`src/rtl/hazard_ctrl.sv`:
```
// Pipeline hazard controller: shadow EX/MEM/WB tag pipeline, load-use stall,
// redirect flush, EX-stage forwarding selects and stall/flush event counters.
module hazard_ctrl #(
  parameter logic [3:0] OP_LOAD = 4'd5,
  parameter int         CNT_W   = 32
) (
  input  logic             clk,
  input  logic             reset,
  input  logic             id_valid,
  input  logic [3:0]       id_op_type,
  input  logic [4:0]       id_rs_addr,
  input  logic             id_rs_used,
  input  logic [4:0]       id_rt_addr,
  input  logic             id_rt_used,
  input  logic [4:0]       id_wr_addr,
  input  logic [4:0]       ex_rs_addr,
  input  logic [4:0]       ex_rt_addr,
  input  logic             ex_redirect,
  output logic             stall,
  output logic             hold_pc,
  output logic             hold_if_id,
  output logic             flush_if_id,
  output logic [1:0]       fwd_a_sel,
  output logic [1:0]       fwd_b_sel,
  output logic [CNT_W-1:0] stall_count,
  output logic [CNT_W-1:0] flush_count
);

  localparam logic [CNT_W-1:0] CNT_ONE = {{(CNT_W-1){1'b0}}, 1'b1};

  logic [4:0] r_ex_dest, r_mem_dest, r_wb_dest;
  logic       r_ex_load, r_mem_load, r_wb_load;

  logic w_rs_hit, w_rt_hit, w_lu, w_stall;

  // Only a load still in EX needs a bubble; later stages are covered by forwarding/regfile.
  assign w_rs_hit = id_rs_used && (id_rs_addr == r_ex_dest);
  assign w_rt_hit = id_rt_used && (id_rt_addr == r_ex_dest);
  assign w_lu     = id_valid && r_ex_load && (r_ex_dest != 5'd0) && (w_rs_hit || w_rt_hit);
  assign w_stall  = w_lu || ex_redirect;

  assign stall       = w_stall;
  assign flush_if_id = ex_redirect;
  assign hold_pc     = w_lu && !ex_redirect;
  assign hold_if_id  = w_lu && !ex_redirect;

  always_comb begin
    fwd_a_sel = 2'b00;
    if ((r_mem_dest != 5'd0) && (r_mem_dest == ex_rs_addr) && !r_mem_load)
      fwd_a_sel = 2'b01;
    else if ((r_wb_dest != 5'd0) && (r_wb_dest == ex_rs_addr))
      fwd_a_sel = 2'b10;
  end

  always_comb begin
    fwd_b_sel = 2'b00;
    if ((r_mem_dest != 5'd0) && (r_mem_dest == ex_rt_addr) && !r_mem_load)
      fwd_b_sel = 2'b01;
    else if ((r_wb_dest != 5'd0) && (r_wb_dest == ex_rt_addr))
      fwd_b_sel = 2'b10;
  end

  always_ff @(posedge clk or posedge reset) begin
    if (reset) begin
      r_ex_dest  <= 5'd0;
      r_ex_load  <= 1'b0;
      r_mem_dest <= 5'd0;
      r_mem_load <= 1'b0;
      r_wb_dest  <= 5'd0;
      r_wb_load  <= 1'b0;
    end else begin
      r_wb_dest  <= r_mem_dest;
      r_wb_load  <= r_mem_load;
      r_mem_dest <= r_ex_dest;
      r_mem_load <= r_ex_load;
      if (id_valid && !w_stall) begin
        r_ex_dest <= id_wr_addr;
        r_ex_load <= (id_op_type == OP_LOAD);
      end else begin
        r_ex_dest <= 5'd0;
        r_ex_load <= 1'b0;
      end
    end
  end

  always_ff @(posedge clk or posedge reset) begin
    if (reset) begin
      stall_count <= '0;
      flush_count <= '0;
    end else begin
      if (w_lu && !ex_redirect) stall_count <= stall_count + CNT_ONE;
      if (ex_redirect)          flush_count <= flush_count + CNT_ONE;
    end
  end

endmodule

```
`config.mk`:
```
export PLATFORM = sky130hd
export DESIGN_NAME = hazard_ctrl
export DESIGN_NICKNAME = d
export VERILOG_FILES = /design/src/rtl/hazard_ctrl.sv
export SDC_FILE = /design/constraint.sdc
export NUM_CORES = 1
export LEC_CHECK = 0
export ABC_CLOCK_PERIOD_IN_PS = 7700
export CORE_MARGIN = 8
export CORE_UTILIZATION = 50
export CTS_CLUSTER_DIAMETER = 100
export DETAILED_ROUTE_END_ITERATION = 10
export PLACE_DENSITY = 0.82
export SKIP_CTS_REPAIR_TIMING = 1
export SYNTH_ARGS = -nofsm -noshare
export SYNTH_HDL_FRONTEND = slang
export SYNTH_SLANG_ARGS = --single-unit
```
`constraint.sdc`:
```
create_clock -name clk -period 7.7 [get_ports clk]
set_input_delay 1.54 -clock clk [delete_from_list [all_inputs] [get_ports clk]]
set_output_delay 1.54 -clock clk [all_outputs]
set_load 0.02 [all_outputs]
```
# After elaboration in Yosys (flattened, before gate mapping)
# Cells that the tools add are included.
dict set report totals {
  reg_bits 81
  out_inout_bits 72
  elab_cells 43
}
dict set report op_classes {
  add_sub_neg 2
  eq_ne 7
  n_mux 6
  n_reduce_logical 21
}
# op count
set op_table {}
lappend op_table {{$add 32x1->32 const B} 2}
lappend op_table {{$eq 5x5->1} 6}
lappend op_table {{$reduce_bool 5->1} 3}
lappend op_table {{$logic_and 1x1->1} 13}
lappend op_table {{$mux 2} 4}
lappend op_table {{$mux 5} 1}
lappend op_table {{$eq 4x3->1 const B} 1}
lappend op_table {{$logic_not 1->1} 3}
lappend op_table {{$logic_or 1x1->1} 2}
lappend op_table {{$mux 1} 1}

# Depth between registers and ports, before layout
dict set report depth {
  depth_word 8
  ltp_mapped 6
  mapped_depth_nobuf 6
}

# Worst setup path before layout
# No wires, ideal clock.
dict set report synth_timing {
  path_type {input port to output port}
  from {input id_rs_addr[3]}
  to {output stall}
  t_arrival_ps 2923
  t_required_ps 6160
  slack_ps 3237
  stages 5
  path_buffers 1
  path_cell_list {xor2_1 nor4_2 a32oi_2 buf_2 o31ai_1}
}
dict set report synth_between {
  elab_chain_len 5
}
# item line
set synth_lines {}
lappend synth_lines {{start: declaration} 11} ;# input logic [4:0] id_rs_addr,
lappend synth_lines {{$eq 5x5->1} 37} ;# assign w_rs_hit = id_rs_used && (id_rs_addr == r_ex_dest);
lappend synth_lines {{$logic_and 1x1->1} 37}
lappend synth_lines {{$logic_or 1x1->1} 39} ;# assign w_lu = id_valid && r_ex_load && (r_ex_dest != 5'd0) && (w_rs_hit || w_rt_hit);
lappend synth_lines {{$logic_and 1x1->1} 39}
lappend synth_lines {{$logic_or 1x1->1} 40} ;# assign w_stall = w_lu || ex_redirect;
lappend synth_lines {{end: declaration} 19} ;# output logic stall,
# Every way passes these cells.

# Worst setup path in the final report
dict set report layout_timing {
  from {input id_rs_addr[3]}
  to {output hold_if_id}
}
dict set report layout_between {
  elab_chain_len 5
}
# item line
set layout_lines {}
lappend layout_lines {{$eq 5x5->1} 37}
lappend layout_lines {{$logic_and 1x1->1} 37}
lappend layout_lines {{$logic_or 1x1->1} 39}
lappend layout_lines {{$logic_and 1x1->1} 39}
lappend layout_lines {{$logic_and 1x1->1} 45} ;# assign hold_if_id = w_lu && !ex_redirect;
lappend layout_lines {{end: declaration} 21} ;# output logic hold_if_id,
# Every way passes these cells.

==> impl_results.md <==
* Synth Instances at 354
* Clock Skew at 0.00708 ns
* Sequential share of the synthesized area at a little over 50%
* Drt pass-1 iters at 4
* Buffers on Ports at between 100 and 150
* Effective utilization at floorplan at a little over 50%
* Required time of the critical path at 6.16 ns
* # setup viols final at 0
* Cell variety after synth at 37
* Worst Hold Slack at 0.441 ns
* Die footprint at 11100 µm²
* Worst slew margin at a little under a third
* Dpl ws at between 2 and 2.5 ns
* Slew Limit Fails at 0
* Pwr Total at ~0.94 mW
* Status: completed
* Dpl hpwl at around 7.0 mm
* Antenna violations before repair at 0
* Die Y-Extent at between 100 and 150 µm
* Final Net Count at between 400 and 500
* Critical Setup Path Class: in2out
* CP most frequent cell: clkdlybuf4s50_1
* Max FO, Critical Path at 33
* TNS Setup at 0 ns
* DRT iter0 DRCs at 135
* Drt drc at 0
* Rows at 32
* CP endpoint: hold_if_id
* Number of antenna diodes at 0
* Synthesized area per cell at between 10 and 15 µm²
* Slowest-stage cell, CP: clkdlybuf4s50_1
* Reg2Reg Depth at 5
* Clock latency on the worst-skew pair at between 0.3 and 0.4 ns
* Fill cells at between 500 and 600
* Share of layout cells above drive strength 1 at under 10%
* WL/cell at approximately 16 µm
* Leakage at between 2 and 2.5 nW
* Crit path launch type: input port
* Register area at about 2000 µm²
* CTS root buffer: clkbuf_8
* Setup ws final at 2.34 ns
* # IOs at about 110
* Buffers plus inverters on the worst setup path at 3
* Multi-input logic area at around 1900 µm²
* DRT Wirelength at 9.27 mm
* Setup crit start: id_rs_addr[3]
* Cell family with most CP delay: buffers and inverters
* Crit path DAT at 3.82 ns
* Post-Syn Area at approximately 4000 µm²
* CTS tree: yes
* Clock transition at path regs at about 0.08 ns
* Pwr dens at between 150 and 200 nW/µm²
* Largest net degree at the start of global routing at about 80
* Hold WC Path Type: reg2reg
* R2R setup slack at about 5.4 ns
* Routed vias/inst at between 5 and 6
* RSZ-0062 raised after global routing: no
* GRT overflow at 0
* CP Capture Type: primary output
* Commonest non-fill, non-tap cell in the layout: clkdlybuf4s50_1
* Core Area at roughly 7700 µm²
* Crit Reg-Reg Endpoint: stall_count[23]$_DFFE_PP0P_
* WHS Path Cells at 0
* Max clock buf depth at 2
* CP cell instances: clkdlybuf4s50_1 > xor2_1 > nor4_2 > a32oi_2 > buf_4 > nor2_1 > clkdlybuf4s50_1
* Placed insts at around 550
* First-pass GRT wire length at between 15 and 20 mm
* Reg2reg start: r_ex_dest[3]$_DFF_PP0_
* Critical Path Stages at 7
* ANT nets after route at 0
* Total number of vias at roughly 3.0k
* Commonest cells after routing, fill and taps aside: 106 x clkdlybuf4s50_1, 81 x dfrtp_1, 60 x xor2_1, 32 x xnor2_1, 28 x nand2_1
* Maximum clock frequency at roughly 190 MHz
* Die width at approximately 110 µm
* Tmin final at 5.36 ns
* GP Congestion at approximately 0.82
* Non-filler cells, final at roughly 570
* Vias in the first global route at between 3k and 4k
* Clock sinks at between 80 and 90
* H-tree levels at 3
* Area growth syn-to-layout at 33.5%
* Synth warnings at 0
* Peak supply drop at slightly below 0.1 mV
* Total track usage at between 10% and 20%
* Fin. Hold Viols at 0
* Total CTS buffers at 9
* Worst slew pin tran at around 1 ns
* MaxCap Viol Count at 0
* Final worst path period share at a little over two thirds
* #FFs+latches synth at 81
* Max incr delay on CP at about 0.67 ns
* Syn Nets at between 300 and 400
[where the power goes]
| group | switching, mW | internal, mW |
|---|---|---|
| Sequential | 0.0244 | 0.445 |
| Clock | 0.144 | 0.190 |
| Combinational | 0.0673 | 0.0710 |
| Total | 0.236 | 0.706 |
[state kept, by name (all words and copies together) (netlist names)]
register and count:
r_mem_dest 5, stall_count 32, r_mem_load 1, flush_count 32, r_wb_dest 5, r_ex_load 1, r_ex_dest 5
[metrics by stage]
step	utilization (%)	instance area, µm²
4_1_cts	68.9	5330
6_report	68.9	5330
3_5_place_dp	66.2	5120
3_3_place_gp	66.2	5120
5_1_grt	68.9	5330
2_1_floorplan	-	3990
[Yosys cell counts, drive strengths merged]
cell / n / area [µm²]
a32oi: 1 / 16.3
and2: 10 / 62.6
and3: 6 / 37.5
and4: 4 / 35.0
buf: 10 / 75.1
clkbuf: 1 / 3.75
dfrtp: 81 / 2030
ha: 2 / 25.0
inv: 4 / 15.0
mux2: 2 / 22.5
nand2: 28 / 105
nand3: 22 / 110
nand4: 17 / 106
nand4b: 2 / 17.5
nor2: 16 / 60.1
nor2b: 1 / 6.26
nor3: 15 / 80.1
nor4: 20 / 213
nor4b: 2 / 23.8
nor4bb: 1 / 10.0
o211ai: 1 / 12.5
o21a: 1 / 7.51
o21ai: 1 / 8.76
o21bai: 1 / 7.51
o31ai: 1 / 7.51
or2: 2 / 12.5
or3: 3 / 23.8
or4: 7 / 52.6
xnor2: 32 / 280
xor2: 60 / 526
[final cells by class]
type | count | area share (%)
sequential | 81 | 38.1
multi-input combinational | 258 | 35.1
timing repair buffer | 108 | 20.2
clock buffer | 12 | 2.72
tap | 102 | 2.40
clock inverter | 3 | 1.22
inverter | 4 | 0.305
[worst reg2reg max path, delay by kind of cell, from the launching register on]
kind | cells | cell delay [ns]
xor gates and xnor gates | 1 | 0.15
DFF | 1 | 0.44
and+or+nand+nor | 3 | 0.97
AOI/OAI and AO/OA | 1 | 0.65
[routing by layer]
| layer | vias up | routed length (µm) | global-route usage [%] |
|---|---|---|---|
| li1 | 1447 | - | - |
| met4 | 0 | 87 | 4.59 |
| met2 | 96 | 4600 | 28.2 |
| met3 | 9 | 625 | 6.03 |
| met5 | - | 0 | 0 |
| met1 | 1494 | 3960 | 20.2 |
[logic make-up (layout without fill, tap and decap cells)]
| logic type | Yosys count | in the layout | share of synthesized area [%] |
|---|---|---|---|
| and+or+nand+nor | 156 | 156 | 24.0 |
| buffers and inverters | 15 | 127 | 2.35 |
| AOI/OAI and AO/OA | 6 | 6 | 1.51 |
| adders and majority gates | 2 | 2 | 0.627 |
| muxes | 2 | 2 | 0.564 |
| xor gates and xnor gates | 92 | 92 | 20.2 |
| DFF | 81 | 81 | 50.8 |
[worst min-delay path by stage]
stage / slack (ns) / endpoint / from
2_1_floorplan: 0.41 / r_mem_load$_DFF_PP0_ / r_ex_load$_DFF_PP0_
3_3_place_gp: 0.43 / r_mem_load$_DFF_PP0_ / r_ex_load$_DFF_PP0_
3_5_place_dp: 0.42 / r_mem_load$_DFF_PP0_ / r_ex_load$_DFF_PP0_
4_1_cts: 0.45 / r_mem_load$_DFF_PP0_ / r_ex_load$_DFF_PP0_
5_1_grt: 0.46 / r_mem_load$_DFF_PP0_ / r_ex_load$_DFF_PP0_
6_report: 0.44 / r_mem_load$_DFF_PP0_ / r_ex_load$_DFF_PP0_
No activity file was read; power rests on OpenSTA's default activity.
